==> src/rtl/multicycle_pkg.sv <==
// Shared types and encodings for the multi-cycle RV32I control FSM.
// State encodings, opcode constants, datapath select encodings and the control-word struct.
package multicycle_pkg;

    localparam int unsigned OPCODE_W = 7;
    localparam int unsigned STATE_W  = 4;

    typedef enum logic [STATE_W-1:0] {
        StFetch    = 4'd0,
        StDecode   = 4'd1,
        StMemAdr   = 4'd2,
        StMemRead  = 4'd3,
        StMemWb    = 4'd4,
        StMemWrite = 4'd5,
        StExecR    = 4'd6,
        StExecI    = 4'd7,
        StAluWb    = 4'd8,
        StBeq      = 4'd9,
        StJal      = 4'd10,
        StIllegal  = 4'd11
    } state_e;

    localparam logic [OPCODE_W-1:0] OP_LW  = 7'b0000011;
    localparam logic [OPCODE_W-1:0] OP_SW  = 7'b0100011;
    localparam logic [OPCODE_W-1:0] OP_R   = 7'b0110011;
    localparam logic [OPCODE_W-1:0] OP_I   = 7'b0010011;
    localparam logic [OPCODE_W-1:0] OP_BEQ = 7'b1100011;
    localparam logic [OPCODE_W-1:0] OP_JAL = 7'b1101111;

    localparam logic [1:0] RESULT_ALUOUT = 2'b00;
    localparam logic [1:0] RESULT_DATA   = 2'b01;
    localparam logic [1:0] RESULT_ALU    = 2'b10;

    localparam logic [1:0] SRCA_PC    = 2'b00;
    localparam logic [1:0] SRCA_OLDPC = 2'b01;
    localparam logic [1:0] SRCA_A     = 2'b10;

    localparam logic [1:0] SRCB_B    = 2'b00;
    localparam logic [1:0] SRCB_IMM  = 2'b01;
    localparam logic [1:0] SRCB_FOUR = 2'b10;

    localparam logic [1:0] ALUOP_ADD   = 2'b00;
    localparam logic [1:0] ALUOP_SUB   = 2'b01;
    localparam logic [1:0] ALUOP_FUNCT = 2'b10;

    typedef struct packed {
        logic       pc_write;
        logic       adr_src;
        logic       mem_write;
        logic       ir_write;
        logic       ab_write;
        logic       data_write;
        logic       aluout_write;
        logic [1:0] result_src;
        logic [1:0] alu_src_a;
        logic [1:0] alu_src_b;
        logic [1:0] alu_op;
        logic       reg_write;
        logic       illegal;
    } ctrl_t;

endpackage

==> src/rtl/multicycle_ctrl_if.sv <==
// Controller <-> datapath signal bundle; master = controller, slave = datapath.
interface multicycle_ctrl_if #(
    parameter int unsigned OPCODE_W = 7,
    parameter int unsigned STATE_W  = 4
);
    logic [OPCODE_W-1:0] opcode;
    logic                zero;
    logic                mem_ready;
    logic                pc_write;
    logic                adr_src;
    logic                mem_write;
    logic                ir_write;
    logic                ab_write;
    logic                data_write;
    logic                aluout_write;
    logic [1:0]          result_src;
    logic [1:0]          alu_src_a;
    logic [1:0]          alu_src_b;
    logic [1:0]          alu_op;
    logic                reg_write;
    logic                illegal;
    logic [STATE_W-1:0]  state_o;

    modport master (
        input  opcode, zero, mem_ready,
        output pc_write, adr_src, mem_write, ir_write, ab_write, data_write, aluout_write,
        output result_src, alu_src_a, alu_src_b, alu_op, reg_write, illegal, state_o
    );

    modport slave (
        output opcode, zero, mem_ready,
        input  pc_write, adr_src, mem_write, ir_write, ab_write, data_write, aluout_write,
        input  result_src, alu_src_a, alu_src_b, alu_op, reg_write, illegal, state_o
    );
endinterface

==> src/rtl/multicycle_ctrl_decode.sv <==
// Pure Moore state-to-control-word table; only BEQ looks at the zero flag.
module multicycle_ctrl_decode
    import multicycle_pkg::*;
(
    input  state_e state_i,
    input  logic   zero_i,
    output ctrl_t  ctrl_o
);

    always_comb begin
        ctrl_o = '0;
        case (state_i)
            StFetch: begin
                ctrl_o.ir_write   = 1'b1;
                ctrl_o.pc_write   = 1'b1;
                ctrl_o.alu_src_a  = SRCA_PC;
                ctrl_o.alu_src_b  = SRCB_FOUR;
                ctrl_o.alu_op     = ALUOP_ADD;
                ctrl_o.result_src = RESULT_ALU;
            end
            StDecode: begin
                // Precompute the branch/jal target while the register file is read.
                ctrl_o.alu_src_a    = SRCA_OLDPC;
                ctrl_o.alu_src_b    = SRCB_IMM;
                ctrl_o.ab_write     = 1'b1;
                ctrl_o.aluout_write = 1'b1;
            end
            StMemAdr: begin
                ctrl_o.alu_src_a    = SRCA_A;
                ctrl_o.alu_src_b    = SRCB_IMM;
                ctrl_o.aluout_write = 1'b1;
            end
            StMemRead: begin
                ctrl_o.result_src = RESULT_ALUOUT;
                ctrl_o.adr_src    = 1'b1;
                ctrl_o.data_write = 1'b1;
            end
            StMemWb: begin
                ctrl_o.result_src = RESULT_DATA;
                ctrl_o.reg_write  = 1'b1;
            end
            StMemWrite: begin
                ctrl_o.result_src = RESULT_ALUOUT;
                ctrl_o.adr_src    = 1'b1;
                ctrl_o.mem_write  = 1'b1;
            end
            StExecR: begin
                ctrl_o.alu_src_a    = SRCA_A;
                ctrl_o.alu_src_b    = SRCB_B;
                ctrl_o.alu_op       = ALUOP_FUNCT;
                ctrl_o.aluout_write = 1'b1;
            end
            StExecI: begin
                ctrl_o.alu_src_a    = SRCA_A;
                ctrl_o.alu_src_b    = SRCB_IMM;
                ctrl_o.alu_op       = ALUOP_FUNCT;
                ctrl_o.aluout_write = 1'b1;
            end
            StAluWb: begin
                ctrl_o.result_src = RESULT_ALUOUT;
                ctrl_o.reg_write  = 1'b1;
            end
            StBeq: begin
                ctrl_o.alu_src_a  = SRCA_A;
                ctrl_o.alu_src_b  = SRCB_B;
                ctrl_o.alu_op     = ALUOP_SUB;
                ctrl_o.result_src = RESULT_ALUOUT;
                ctrl_o.pc_write   = zero_i;
            end
            StJal: begin
                ctrl_o.alu_src_a    = SRCA_OLDPC;
                ctrl_o.alu_src_b    = SRCB_FOUR;
                ctrl_o.alu_op       = ALUOP_ADD;
                ctrl_o.aluout_write = 1'b1;
                ctrl_o.result_src   = RESULT_ALUOUT;
                ctrl_o.pc_write     = 1'b1;
            end
            StIllegal: ctrl_o.illegal = 1'b1;
            default:   ctrl_o = '0;
        endcase
    end

endmodule

==> src/rtl/multicycle_ctrl.sv <==
// Multi-cycle RV32I main control FSM: state register, next-state logic, output masking.
// Optional MULTICYCLE_CTRL_MEM_WAIT_EN stalls FETCH/MEMREAD/MEMWRITE until mem_ready.
module multicycle_ctrl
    import multicycle_pkg::*;
(
    input  logic              clk,
    input  logic              resetn,
    multicycle_ctrl_if.master bus
);

    state_e state_q, state_d;
    ctrl_t  ctrl_raw, ctrl;
    logic   mem_ok;
    logic   mem_state;

`ifdef MULTICYCLE_CTRL_MEM_WAIT_EN
    assign mem_ok = bus.mem_ready;
`else
    logic unused_mem_ready;
    assign unused_mem_ready = bus.mem_ready;
    assign mem_ok           = 1'b1;
`endif

    assign mem_state = (state_q == StFetch) || (state_q == StMemRead) ||
                       (state_q == StMemWrite);

    always_ff @(posedge clk or negedge resetn) begin
        if (!resetn) begin
            state_q <= StFetch;
        end else begin
            state_q <= state_d;
        end
    end

    always_comb begin
        state_d = state_q;
        case (state_q)
            StFetch: if (mem_ok) state_d = StDecode;
            StDecode: begin
                case (bus.opcode)
                    OP_LW, OP_SW: state_d = StMemAdr;
                    OP_R:         state_d = StExecR;
                    OP_I:         state_d = StExecI;
                    OP_BEQ:       state_d = StBeq;
                    OP_JAL:       state_d = StJal;
                    default:      state_d = StIllegal;
                endcase
            end
            StMemAdr:   state_d = (bus.opcode == OP_LW) ? StMemRead : StMemWrite;
            StMemRead:  if (mem_ok) state_d = StMemWb;
            StMemWrite: if (mem_ok) state_d = StFetch;
            StExecR:    state_d = StAluWb;
            StExecI:    state_d = StAluWb;
            StJal:      state_d = StAluWb;
            StMemWb, StAluWb, StBeq, StIllegal: state_d = StFetch;
            default:    state_d = StFetch;
        endcase
    end

    multicycle_ctrl_decode u_decode (
        .state_i (state_q),
        .zero_i  (bus.zero),
        .ctrl_o  (ctrl_raw)
    );

    // Strobes fire only on the cycle the memory accepts; reset blanks everything.
    always_comb begin
        ctrl = ctrl_raw;
        if (mem_state && !mem_ok) begin
            ctrl.pc_write   = 1'b0;
            ctrl.ir_write   = 1'b0;
            ctrl.data_write = 1'b0;
            ctrl.mem_write  = 1'b0;
        end
        if (!resetn) begin
            ctrl = '0;
        end
    end

    assign bus.pc_write     = ctrl.pc_write;
    assign bus.adr_src      = ctrl.adr_src;
    assign bus.mem_write    = ctrl.mem_write;
    assign bus.ir_write     = ctrl.ir_write;
    assign bus.ab_write     = ctrl.ab_write;
    assign bus.data_write   = ctrl.data_write;
    assign bus.aluout_write = ctrl.aluout_write;
    assign bus.result_src   = ctrl.result_src;
    assign bus.alu_src_a    = ctrl.alu_src_a;
    assign bus.alu_src_b    = ctrl.alu_src_b;
    assign bus.alu_op       = ctrl.alu_op;
    assign bus.reg_write    = ctrl.reg_write;
    assign bus.illegal      = ctrl.illegal;
    assign bus.state_o      = state_q;

endmodule

==> src/flat_wrapper.sv <==
// flat-port wrapper written by rule: the top's interface ports become plain ports
module multicycle_ctrl_flat import multicycle_pkg::*;
  (clk, resetn, bus_opcode, bus_zero, bus_mem_ready, bus_pc_write, bus_adr_src, bus_mem_write, bus_ir_write, bus_ab_write, bus_data_write, bus_aluout_write, bus_result_src, bus_alu_src_a, bus_alu_src_b, bus_alu_op, bus_reg_write, bus_illegal, bus_state_o);
  multicycle_ctrl_if bus_i ();
  input  logic clk;
  input  logic resetn;
  input wire logic [$bits(bus_i.opcode)-1:0] bus_opcode;
  input wire logic [$bits(bus_i.zero)-1:0] bus_zero;
  input wire logic [$bits(bus_i.mem_ready)-1:0] bus_mem_ready;
  output wire logic [$bits(bus_i.pc_write)-1:0] bus_pc_write;
  output wire logic [$bits(bus_i.adr_src)-1:0] bus_adr_src;
  output wire logic [$bits(bus_i.mem_write)-1:0] bus_mem_write;
  output wire logic [$bits(bus_i.ir_write)-1:0] bus_ir_write;
  output wire logic [$bits(bus_i.ab_write)-1:0] bus_ab_write;
  output wire logic [$bits(bus_i.data_write)-1:0] bus_data_write;
  output wire logic [$bits(bus_i.aluout_write)-1:0] bus_aluout_write;
  output wire logic [$bits(bus_i.result_src)-1:0] bus_result_src;
  output wire logic [$bits(bus_i.alu_src_a)-1:0] bus_alu_src_a;
  output wire logic [$bits(bus_i.alu_src_b)-1:0] bus_alu_src_b;
  output wire logic [$bits(bus_i.alu_op)-1:0] bus_alu_op;
  output wire logic [$bits(bus_i.reg_write)-1:0] bus_reg_write;
  output wire logic [$bits(bus_i.illegal)-1:0] bus_illegal;
  output wire logic [$bits(bus_i.state_o)-1:0] bus_state_o;
  assign bus_i.opcode = bus_opcode;
  assign bus_i.zero = bus_zero;
  assign bus_i.mem_ready = bus_mem_ready;
  assign bus_pc_write = bus_i.pc_write;
  assign bus_adr_src = bus_i.adr_src;
  assign bus_mem_write = bus_i.mem_write;
  assign bus_ir_write = bus_i.ir_write;
  assign bus_ab_write = bus_i.ab_write;
  assign bus_data_write = bus_i.data_write;
  assign bus_aluout_write = bus_i.aluout_write;
  assign bus_result_src = bus_i.result_src;
  assign bus_alu_src_a = bus_i.alu_src_a;
  assign bus_alu_src_b = bus_i.alu_src_b;
  assign bus_alu_op = bus_i.alu_op;
  assign bus_reg_write = bus_i.reg_write;
  assign bus_illegal = bus_i.illegal;
  assign bus_state_o = bus_i.state_o;
  multicycle_ctrl u_core (.clk(clk), .resetn(resetn), .bus(bus_i));
endmodule
==> config.mk <==
export PLATFORM = sky130hd
export DESIGN_NAME = multicycle_ctrl_flat
export DESIGN_NICKNAME = d
export VERILOG_FILES = /design/src/rtl/multicycle_pkg.sv /design/src/rtl/multicycle_ctrl_if.sv /design/src/rtl/multicycle_ctrl_decode.sv /design/src/rtl/multicycle_ctrl.sv /design/src/flat_wrapper.sv
export SDC_FILE = /design/constraint.sdc
export NUM_CORES = 1
export LEC_CHECK = 0
export BUFFER_PORTS_ARGS = -buffer_cell sky130_fd_sc_hd__buf_2
export CORE_MARGIN = 2
export CORE_UTILIZATION = 51
export CTS_BUF_LIST = sky130_fd_sc_hd__clkbuf_4 sky130_fd_sc_hd__clkbuf_8
export DETAILED_ROUTE_END_ITERATION = 7
export GPL_ROUTABILITY_DRIVEN = 1
export GPL_TIMING_DRIVEN = 0
export PLACE_DENSITY = 0.86
export SLEW_MARGIN = 5
export SYNTH_ARGS = -nofsm -noshare
export SYNTH_HDL_FRONTEND = slang
export SYNTH_HIERARCHICAL = 1
export SYNTH_SLANG_ARGS = --single-unit
==> constraint.sdc <==
create_clock -name clk -period 2.3 [get_ports clk]
set_input_delay 0.23 -clock clk [delete_from_list [all_inputs] [get_ports clk]]
set_output_delay 0.23 -clock clk [all_outputs]
set_load 0.02 [all_outputs]
==> results.py, run 1 <==
metrics = {
    "outcome": {
        "status": "finished, final reports clean",
    },
    "finish": {
        "finish.utilization_pct": 69.5,
        "regArea_sq_um": 100,
        "final_nets": 134,
        "multi_input_area_sq_um": 554,
        "diodes": 0,
        "area_growth_pct": 29.1,
        "drive_above_1_share_pct": 36.4,
        "largest_reg_flops": 4,
        "fillCellCount": 105,
    },
    "logic_synthesis": {
        "syn_area_per_cell_sq_um": 7.95,
        "ys.flop_type": "dfrtp_1",
        "synth.distinct_cells": 40,
        "synth_cells": 87,
        "syn-cell-area_sq_um": 692,
        "synth_top_area_share_pct": 16.3,
        "async_reset_ff_share_pct": 100,
        "synth.most_common_cell": "and2_1",
        "ys_warn_count": 6,
        "synth_edf_count": 0,
        "synth_top_cells_by_count": "and2_1 (18), nor2_1 (5)",
        "syn_nets": 98,
        "yosys-top-cells-area": "and2_1 (16%), dfrtp_1 (14%), nor3b_1 (4.3%), nand4bb_4 (4.0%), nand2b_1 (3.6%)",
        "ys_seq_elements": 4,
        "synth_top_area_cell": "and2_1",
        "synth-seq-area-share_pct": 14.5,
    },
    "floorplanning": {
        "rows": 13,
        "start_util_pct": 53.8,
        "core_sq_um": 1280,
        "io_pins": 32,
        "die_h_microns": 40.8,
        "die_width_microns": 40.8,
        "fp.dieArea_sq_um": 1670,
    },
    "timing": {
        "layout_min_cycle_time_ps": 2020,
        "skew_ps": 8.02,
        "finalHoldViolCount": 0,
        "fin_crit_sh_pct": 87.9,
        "timing.fmax_ghz": 0.495,
        "fin_ws_ps": 279,
        "setup_viol": 0,
        "rsz0062_at_grt": "no",
        "tightest_slew_ps": 479,
        "tns_ps": 0,
        "relSlewSlack_pct": 68.1,
        "drv_slew": 0,
    },
    "route": {
        "wire_per_inst_microns": 12.6,
        "avgViaCountPerCell": 5.60,
        "firstDrtPassIters": 4,
        "post-route-drc-count": 0,
        "num_vias": 762,
        "finalWirelength_microns": 1710,
        "ant_nets": 0,
        "drt_iter0_markers": 3,
    },
    "global_routing": {
        "busiest_layer": "met2",
        "grt_pass1_wl_microns": 2490,
        "globalRouteMet2Util_pct": 39.5,
        "track_usage_pct": 22.4,
        "grt_util_met3_pct": 4.35,
        "grt_start_max_net_pins": 16,
        "grt_overflow": 0,
        "antenna_found_initial": 0,
        "met1_usage_pct": 24.6,
        "grt_pass1_vias": 606,
    },
    "setup_path": {
        "crit_arrival_ps": 1790,
        "cp-end-kind": "output port",
        "worstRegToRegCells": 3,
        "crit_start": "u_core/bus.state_o[3]$_DFF_PN0_",
        "crit_chain": "buf_6 > o21ba_1 > a311oi_2 > and2_1 > buf_2",
        "cp_slowest_cell": "dfrtp_1",
        "r2r-start": "u_core/bus.state_o[0]$_DFF_PN0_",
        "crit_fanout": 14,
        "crit_type": "flop to output port",
        "startpoint_type": "flop",
        "critPathRequiredTime_ps": 2070,
        "max_stage_delay_ps": 630,
    },
    "cts": {
        "cts_resized": 0,
        "clk_latency_ps": 230,
        "cts_tree": "done",
        "numCtsBuffers": 3,
        "cts_root_buf": "clkbuf_4",
        "clkTransAtPathRegs_ps": 40,
        "cts_sinks": 4,
        "cts_buffer_depth": 2,
        "cts_max_level": 1,
    },
    "hold_path": {
        "hp-start": "bus_opcode[4]",
        "hold_path_depth": 3,
        "hp-class": "primary input to flop",
    },
    "power": {
        "p_leak_nw": 0.439,
        "peakVddDrop_uv": 566,
        "power_density_nw_per_um2": 1150,
    },
    "place": {
        "portBuffers": 30,
        "place_ws_ps": 526,
        "place.gp.congestion": 0.802,
    },
    "run": {
        "drv_cap": 0,
    },
}
## cell usage in the layout (no fill, tap or decap), types with 2 or more instances in the layout
cell and n:
nor4_1 4, nand3b_1 2, nor3_1 3, clkbuf_4 3
and2_1 18, o21ai_0 2, nand2_1 4, a21oi_1 3
nor2b_1 4, buf_2 33, dfrtp_1 4, nor3b_1 4
nand2b_1 4, nor2_1 5
## worst max-delay path: cells and delay by family, from the launching register on
kind | cells | cell delay [ps]
and+or+nand+nor | 1 | 150
DFF | 1 | 630
buffers and inverters | 2 | 360
AOI/OAI and AO/OA | 2 | 420
## repair_timing
item,CTS,global route
endpoints found under the hold margin,4,0
endpoints found under the setup margin,0,0
buffers inserted,0,0
hold buffers,1,0
## where the power goes
group | total [mW] | switching, mW | internal, mW
sequential | 0.195 | 0.0962 | 0.0988
clock | 0.0826 | 0.0246 | 0.0581
combinational | 0.749 | 0.405 | 0.344
## per-stage QoR
| step | instance area, sq um | hold slack [ps] | power, mW | instances |
|---|---|---|---|---|
| 2_1_floorplan | 692 | -65.6 | 0.740 | 87 |
| 3_5_place_dp | 861 | 82.0 | 0.942 | 132 |
| 5_1_grt | 893 | 395 | 1.10 | 136 |
| 6_report | 893 | 368 | 1.03 | 136 |
| 3_3_place_gp | 861 | 81.7 | 0.907 | 132 |
| 4_1_cts | 893 | 364 | 1.03 | 136 |
## per-layer routing
layer | share of wire, % | vias up
met5 | 0 | -
met1 | 38 | 336
li1 | - | 393
met3 | 4.7 | 6
met4 | 3.0 | 0
met2 | 54 | 27
## worst paths after layout
kind	end	slack [ps]
min in group asynchronous	u_core/bus.state_o[0]$_DFF_PN0_	400
worst max-delay path	bus_pc_write	280
worst max register to register	u_core/bus.state_o[1]$_DFF_PN0_	880
max in group asynchronous	u_core/bus.state_o[2]$_DFF_PN0_	1730
worst min register to register	u_core/bus.state_o[3]$_DFF_PN0_	690
worst min-delay path	u_core/bus.state_o[2]$_DFF_PN0_	370
## area by class of cell
type                       count  share of cell area [%]
timing repair buffer          31                    17.9
sequential                     4                    11.2
tap                           15                    2.10
multi-input combinational     77                    62.0
buffer                         6                    4.20
clock buffer                   3                    2.52
## cells by family (layout without fill, tap and decap cells)
logic type	count (synthesis)	in the layout	share of synthesized area [%]
flip-flops	4	4	14.5
buffers and inverters	6	40	5.42
XOR/XNOR	2	2	2.53
AND/OR/NAND/NOR	59	59	58.0
AO/OA/AOI/OAI	15	15	17.9
multiplexers	1	1	1.63
Note: power is estimated with default switching activity, not from simulation.
==> run 2, diff against run 1 <==
- PLACE_DENSITY: 0.86 -> 0.89
==> run 2 against run 1 <==
  * Wire length increased by 2.1%
  * Die area unchanged
  * Hold slack got worse by 2.5 ps
  * Combinational power about the same
  * Critical path type unchanged
==> results.py, run 2 (synthesis gave the netlist of run 1 again) <==
metrics = {
    "global_routing": {
        "met1_usage_pct": 27.0,
        "grt_pass1_wl_microns": 2540,
        "grt_pass1_vias": 596,
        "busiest_layer": "met2",
        "grt_overflow": 0,
        "grt_start_max_net_pins": 16,
        "grt_util_met3_pct": 4.89,
        "track_usage_pct": 23.2,
        "globalRouteMet2Util_pct": 39.1,
        "antenna_found_initial": 0,
    },
    "finish": {
        "area_growth_pct": 29.1,
        "mostFrequentLayoutCells": "buf_2 (33), and2_1 (18), nor2_1 (5)",
        "final_nets": 134,
        "final_area_sq_um": 893,
        "fillCellCount": 118,
        "largest_reg_flops": 4,
        "diodes": 0,
        "drive_above_1_share_pct": 36.4,
        "layout_commonest_cell": "buf_2",
    },
    "cts": {
        "cts_root_buf": "clkbuf_4",
        "cts_tree": "done",
        "numCtsBuffers": 3,
        "cts_buffer_depth": 2,
        "clk_latency_ps": 240,
        "cts_sinks": 4,
        "cts_resized": 0,
        "cts_max_level": 1,
        "cts_setup_buffers": 0,
        "clkTransAtPathRegs_ps": 40,
    },
    "place": {
        "place.gp.congestion": 0.733,
        "hpwl_microns": 1230,
        "placed_cell_area_sq_um": 861,
        "portBuffers": 30,
    },
    "setup_path": {
        "crit_start": "u_core/bus.state_o[0]$_DFF_PN0_",
        "reg2reg_setup_slack_ps": 880,
        "cp_slowest_cell": "dfrtp_1",
        "critPathRequiredTime_ps": 2070,
        "max_stage_delay_ps": 570,
        "startpoint_type": "flop",
        "r2r-start": "u_core/bus.state_o[0]$_DFF_PN0_",
        "crit_top_cell": "buf_2",
        "crit_type": "flop to output port",
        "worstRegToRegCells": 3,
        "crit_fanout": 15,
        "cp-end-kind": "output port",
        "crit_arrival_ps": 1820,
        "r2r-end": "u_core/bus.state_o[1]$_DFF_PN0_",
        "crit_chain": "buf_2 > nand3b_1 > a311oi_2 > and2_1 > buf_2",
    },
    "route": {
        "num_vias": 781,
        "avgViaCountPerCell": 5.74,
        "wire_per_inst_microns": 12.8,
        "firstDrtPassIters": 4,
        "ant_nets": 0,
        "drt_iter0_markers": 23,
        "post-route-drc-count": 0,
        "finalWirelength_microns": 1740,
    },
    "floorplanning": {
        "rows": 13,
        "die_h_microns": 40.8,
        "die_width_microns": 40.8,
        "core_sq_um": 1280,
        "start_util_pct": 53.8,
        "io_pins": 32,
        "fp.dieArea_sq_um": 1670,
    },
    "timing": {
        "tns_ps": 0,
        "timing.fmax_ghz": 0.488,
        "tightest_slew_ps": 470,
        "drv_slew": 0,
        "finalHoldViolCount": 0,
        "rsz0062_at_grt": "no",
        "fin_crit_sh_pct": 89.1,
        "relSlewSlack_pct": 68.6,
        "layout_min_cycle_time_ps": 2050,
        "skew_ps": 2.08,
        "setup_viol": 0,
    },
    "power": {
        "peakVddDrop_uv": 544,
        "p_clk_share_pct": 9.0,
        "power_frac_comb_pct": 72.0,
        "p_seq_share_pct": 18.9,
        "p_sw_uw": 538,
        "intPower_uw": 502,
        "swShare_pct": 51.7,
        "power_density_nw_per_um2": 1160,
        "p_leak_nw": 0.439,
    },
    "hold_path": {
        "hp-class": "primary input to async pin",
    },
    "outcome": {
        "status": "finished, final reports clean",
    },
    "run": {
        "drv_cap": 0,
    },
}
run 2: worst max-delay path: cells and delay by family, from the launching register on:
kind / cells / cell delay [ps]
buffers and inverters: 2 / 430
AND/OR/NAND/NOR: 2 / 280
flip-flops: 1 / 570
AO/OA/AOI/OAI: 1 / 290
run 2: final cells by class:
class | count | area (sq um) | share of cell area [%]
plain buffers | 6 | 37.5 | 4.20
multi-input cells | 77 | 554 | 62.0
repair buffers | 31 | 160 | 17.9
clock buffers | 3 | 22.5 | 2.52
well taps | 15 | 18.8 | 2.10
flip-flops and latches | 4 | 100 | 11.2
run 2: how the worst max path moves through the flow:
stage | end | slack (ps) | cells past startpoint
2_1_floorplan | bus_pc_write | 630 | 4
3_3_place_gp | bus_pc_write | 610 | 5
3_5_place_dp | bus_pc_write | 540 | 5
4_1_cts | bus_pc_write | 260 | 5
5_1_grt | bus_pc_write | 110 | 5
6_report | bus_pc_write | 250 | 5
run 2: per-stage QoR:
step	hold WS (ps)	setup slack [ps]	power (mW)	instances	util, %
finish	365	251	1.04	136	69.5
global placement	79.9	605	0.906	132	67.0
global route	359	105	1.13	136	69.5
detailed placement	81.5	536	0.930	132	67.0
CTS	332	264	1.03	136	69.5
floorplan	-65.6	628	0.740	87	-
run 2: what timing repair did:
item | in CTS | in global routing
hold buffers | 1 | 0
hold endpoints to repair | 4 | 0
endpoints found under the setup margin | 0 | 0
run 2: routing by layer:
metal	part of all wire, %	vias up
met3	4.9	2
met2	51	38
met1	43	354
li1	-	387
met5	0	-
met4	1.1	0
run 2: power groups by stage:
stage | Combinational [mW] | Sequential, mW | Clock, mW
6_report | 0.749 | 0.197 | 0.0936
5_1_grt | 0.813 | 0.212 | 0.102
4_1_cts | 0.742 | 0.194 | 0.0960
3_5_place_dp | 0.736 | 0.195 | 0
3_3_place_gp | 0.711 | 0.195 | 0
2_1_floorplan | 0.532 | 0.208 | 0
==> run 3, diff against run 2 <==
- CORE_UTILIZATION: 51 -> 45
- PLACE_DENSITY: 0.89 -> 0.8
==> run 3 against run 2 <==
  * Clock power shrank 4.9%
  * Clock skew grew 6.8 ps
  * Maximum frequency grew 2.5%
  * Largest cell class unchanged
  * Cell count grew 0.74%
  * Combinational power shrank 2.9%
  * Core utilization shrank 8.7 points
  * Flip-flop and latch count is the same
  * Sequential share of layout area is essentially flat
  * Largest power group unchanged
==> results.py, run 3 (synthesis gave the netlist of run 1 again) <==
metrics = {
    "outcome": {
        "status": "finished, final reports clean",
    },
    "global_routing": {
        "grt_pass1_wl_microns": 2590,
        "grt_pass1_vias": 599,
        "antenna_found_initial": 0,
        "grt_start_max_net_pins": 16,
        "track_usage_pct": 18.2,
        "grt_overflow": 0,
    },
    "route": {
        "drt_iter0_markers": 17,
        "wl_met1_microns": 708,
        "finalWirelength_microns": 1560,
        "ant_nets": 0,
        "post-route-drc-count": 0,
        "num_vias": 743,
        "avgViaCountPerCell": 5.42,
        "dr_wl_met3_microns": 81,
        "wl_met2_microns": 744,
        "wire_per_inst_microns": 11.4,
        "firstDrtPassIters": 4,
        "highest_layer": "met4",
    },
    "timing": {
        "tns_ps": 0,
        "fin_crit_sh_pct": 86.9,
        "setup_viol": 0,
        "rsz0062_at_grt": "no",
        "drv_slew": 0,
        "tightest_slew_ps": 480,
        "relSlewSlack_pct": 68.0,
        "layout_min_cycle_time_ps": 2000,
        "skew_ps": 8.92,
        "finalHoldViolCount": 0,
        "timing.fmax_ghz": 0.500,
    },
    "power": {
        "power_mw": 1.02,
        "peakVddDrop_uv": 432,
        "power_density_nw_per_um2": 1130,
        "p_leak_nw": 0.439,
    },
    "run": {
        "drv_cap": 0,
    },
    "setup_path": {
        "startpoint_type": "flop",
        "max_stage_delay_ps": 570,
        "crit_type": "flop to output port",
        "crit_arrival_ps": 1770,
        "crit_chain": "buf_2 > nand3b_1 > a311oi_2 > and2_1 > buf_2",
        "cp_slowest_cell": "dfrtp_1",
        "cp-end-kind": "output port",
        "crit_buf_inv": 2,
        "crit_top_cell": "buf_2",
        "critPathRequiredTime_ps": 2070,
        "crit_family": "flip-flops",
        "crit_fanout": 15,
    },
    "floorplanning": {
        "die_h_microns": 43.2,
        "rows": 14,
        "die_width_microns": 43.2,
        "start_util_pct": 47.0,
        "core_sq_um": 1470,
        "io_pins": 32,
        "fp.dieArea_sq_um": 1870,
    },
    "finish": {
        "largest_reg_flops": 4,
        "post_layout_nonfiller_instances": 137,
        "diodes": 0,
        "mostFrequentLayoutCells": "buf_2 (33), and2_1 (18), nor2_1 (5)",
        "area_growth_pct": 29.3,
        "fillCellCount": 134,
        "final_area_sq_um": 895,
        "layout_commonest_cell": "buf_2",
        "finish.utilization_pct": 60.8,
        "final_nets": 134,
        "drive_above_1_share_pct": 36.4,
    },
    "cts": {
        "clk_latency_ps": 240,
        "cts_max_level": 1,
        "cts_sinks": 4,
        "clkTransAtPathRegs_ps": 40,
        "cts_root_buf": "clkbuf_4",
        "cts_tree": "done",
        "numCtsBuffers": 3,
        "cts_buffer_depth": 2,
        "cts_resized": 0,
        "cts_setup_buffers": 0,
    },
    "place": {
        "place.gp.congestion": 0.776,
        "placed_cell_area_sq_um": 862,
        "portBuffers": 30,
        "hpwl_microns": 1110,
        "dp_cells": 133,
    },
    "hold_path": {
        "hp-class": "primary input to flop",
    },
}
run 3: cell counts in the layout (fill, tap and decap cells not counted):
No cell type changed its count.
run 3: metal layers:
metal | global-route usage [%] | vias up
met1 | 23.6 | 323
li1 | - | 392
met2 | 29.0 | 25
met3 | 1.28 | 3
met4 | 10.9 | 0
met5 | 0 | -
run 3: worst reg2reg max path, cell delays in order, from the launching register on:
cell,delay (ps)
dfrtp_1,570
nand2b_1,170
o21a_1,220
a2111oi_2,330
run 3: final timing paths:
path / to / slack, ps / startpoint / cells past startpoint
worst max-delay path: bus_pc_write / 300 / u_core/bus.state_o[0]$_DFF_PN0_ / 5
worst min-delay path: u_core/bus.state_o[2]$_DFF_PN0_ / 350 / bus_opcode[4] / 3
worst max register to register: u_core/bus.state_o[1]$_DFF_PN0_ / 890 / u_core/bus.state_o[0]$_DFF_PN0_ / 3
worst min register to register: u_core/bus.state_o[1]$_DFF_PN0_ / 680 / u_core/bus.state_o[2]$_DFF_PN0_ / 1
max in group asynchronous: u_core/bus.state_o[3]$_DFF_PN0_ / 1760 / resetn / 2
min in group asynchronous: u_core/bus.state_o[0]$_DFF_PN0_ / 360 / resetn / 2
run 3: area by class of cell:
cell class / count / area (sq um) / share of cell area (%)
clock buffers: 3 / 22.5 / 2.52
well taps: 16 / 20.0 / 2.24
multi-input cells: 77 / 554 / 62.0
flip-flops and latches: 4 / 100 / 11.2
plain buffers: 6 / 37.5 / 4.20
repair buffers: 31 / 160 / 17.9
run 3: timing repair:
| item | 4_1_cts | 5_1_grt |
|---|---|---|
| hold buffers | 1 | 0 |
| setup endpoints to repair | 0 | 0 |
| hold endpoints to repair | 4 | 0 |
run 3: per-stage QoR:
step	hold slack, ps	setup slack [ps]
3_5_place_dp	83.8	572
6_report	349	301
2_1_floorplan	-65.6	628
3_3_place_gp	79.6	591
4_1_cts	340	309
5_1_grt	381	180
run 3: where the power goes:
group,internal (mW),switching [mW],leakage (nW)
Clock,0.0584,0.0306,0.0138
Sequential,0.0986,0.101,0.0507
Combinational,0.344,0.383,0.374
Total,0.501,0.514,0.439
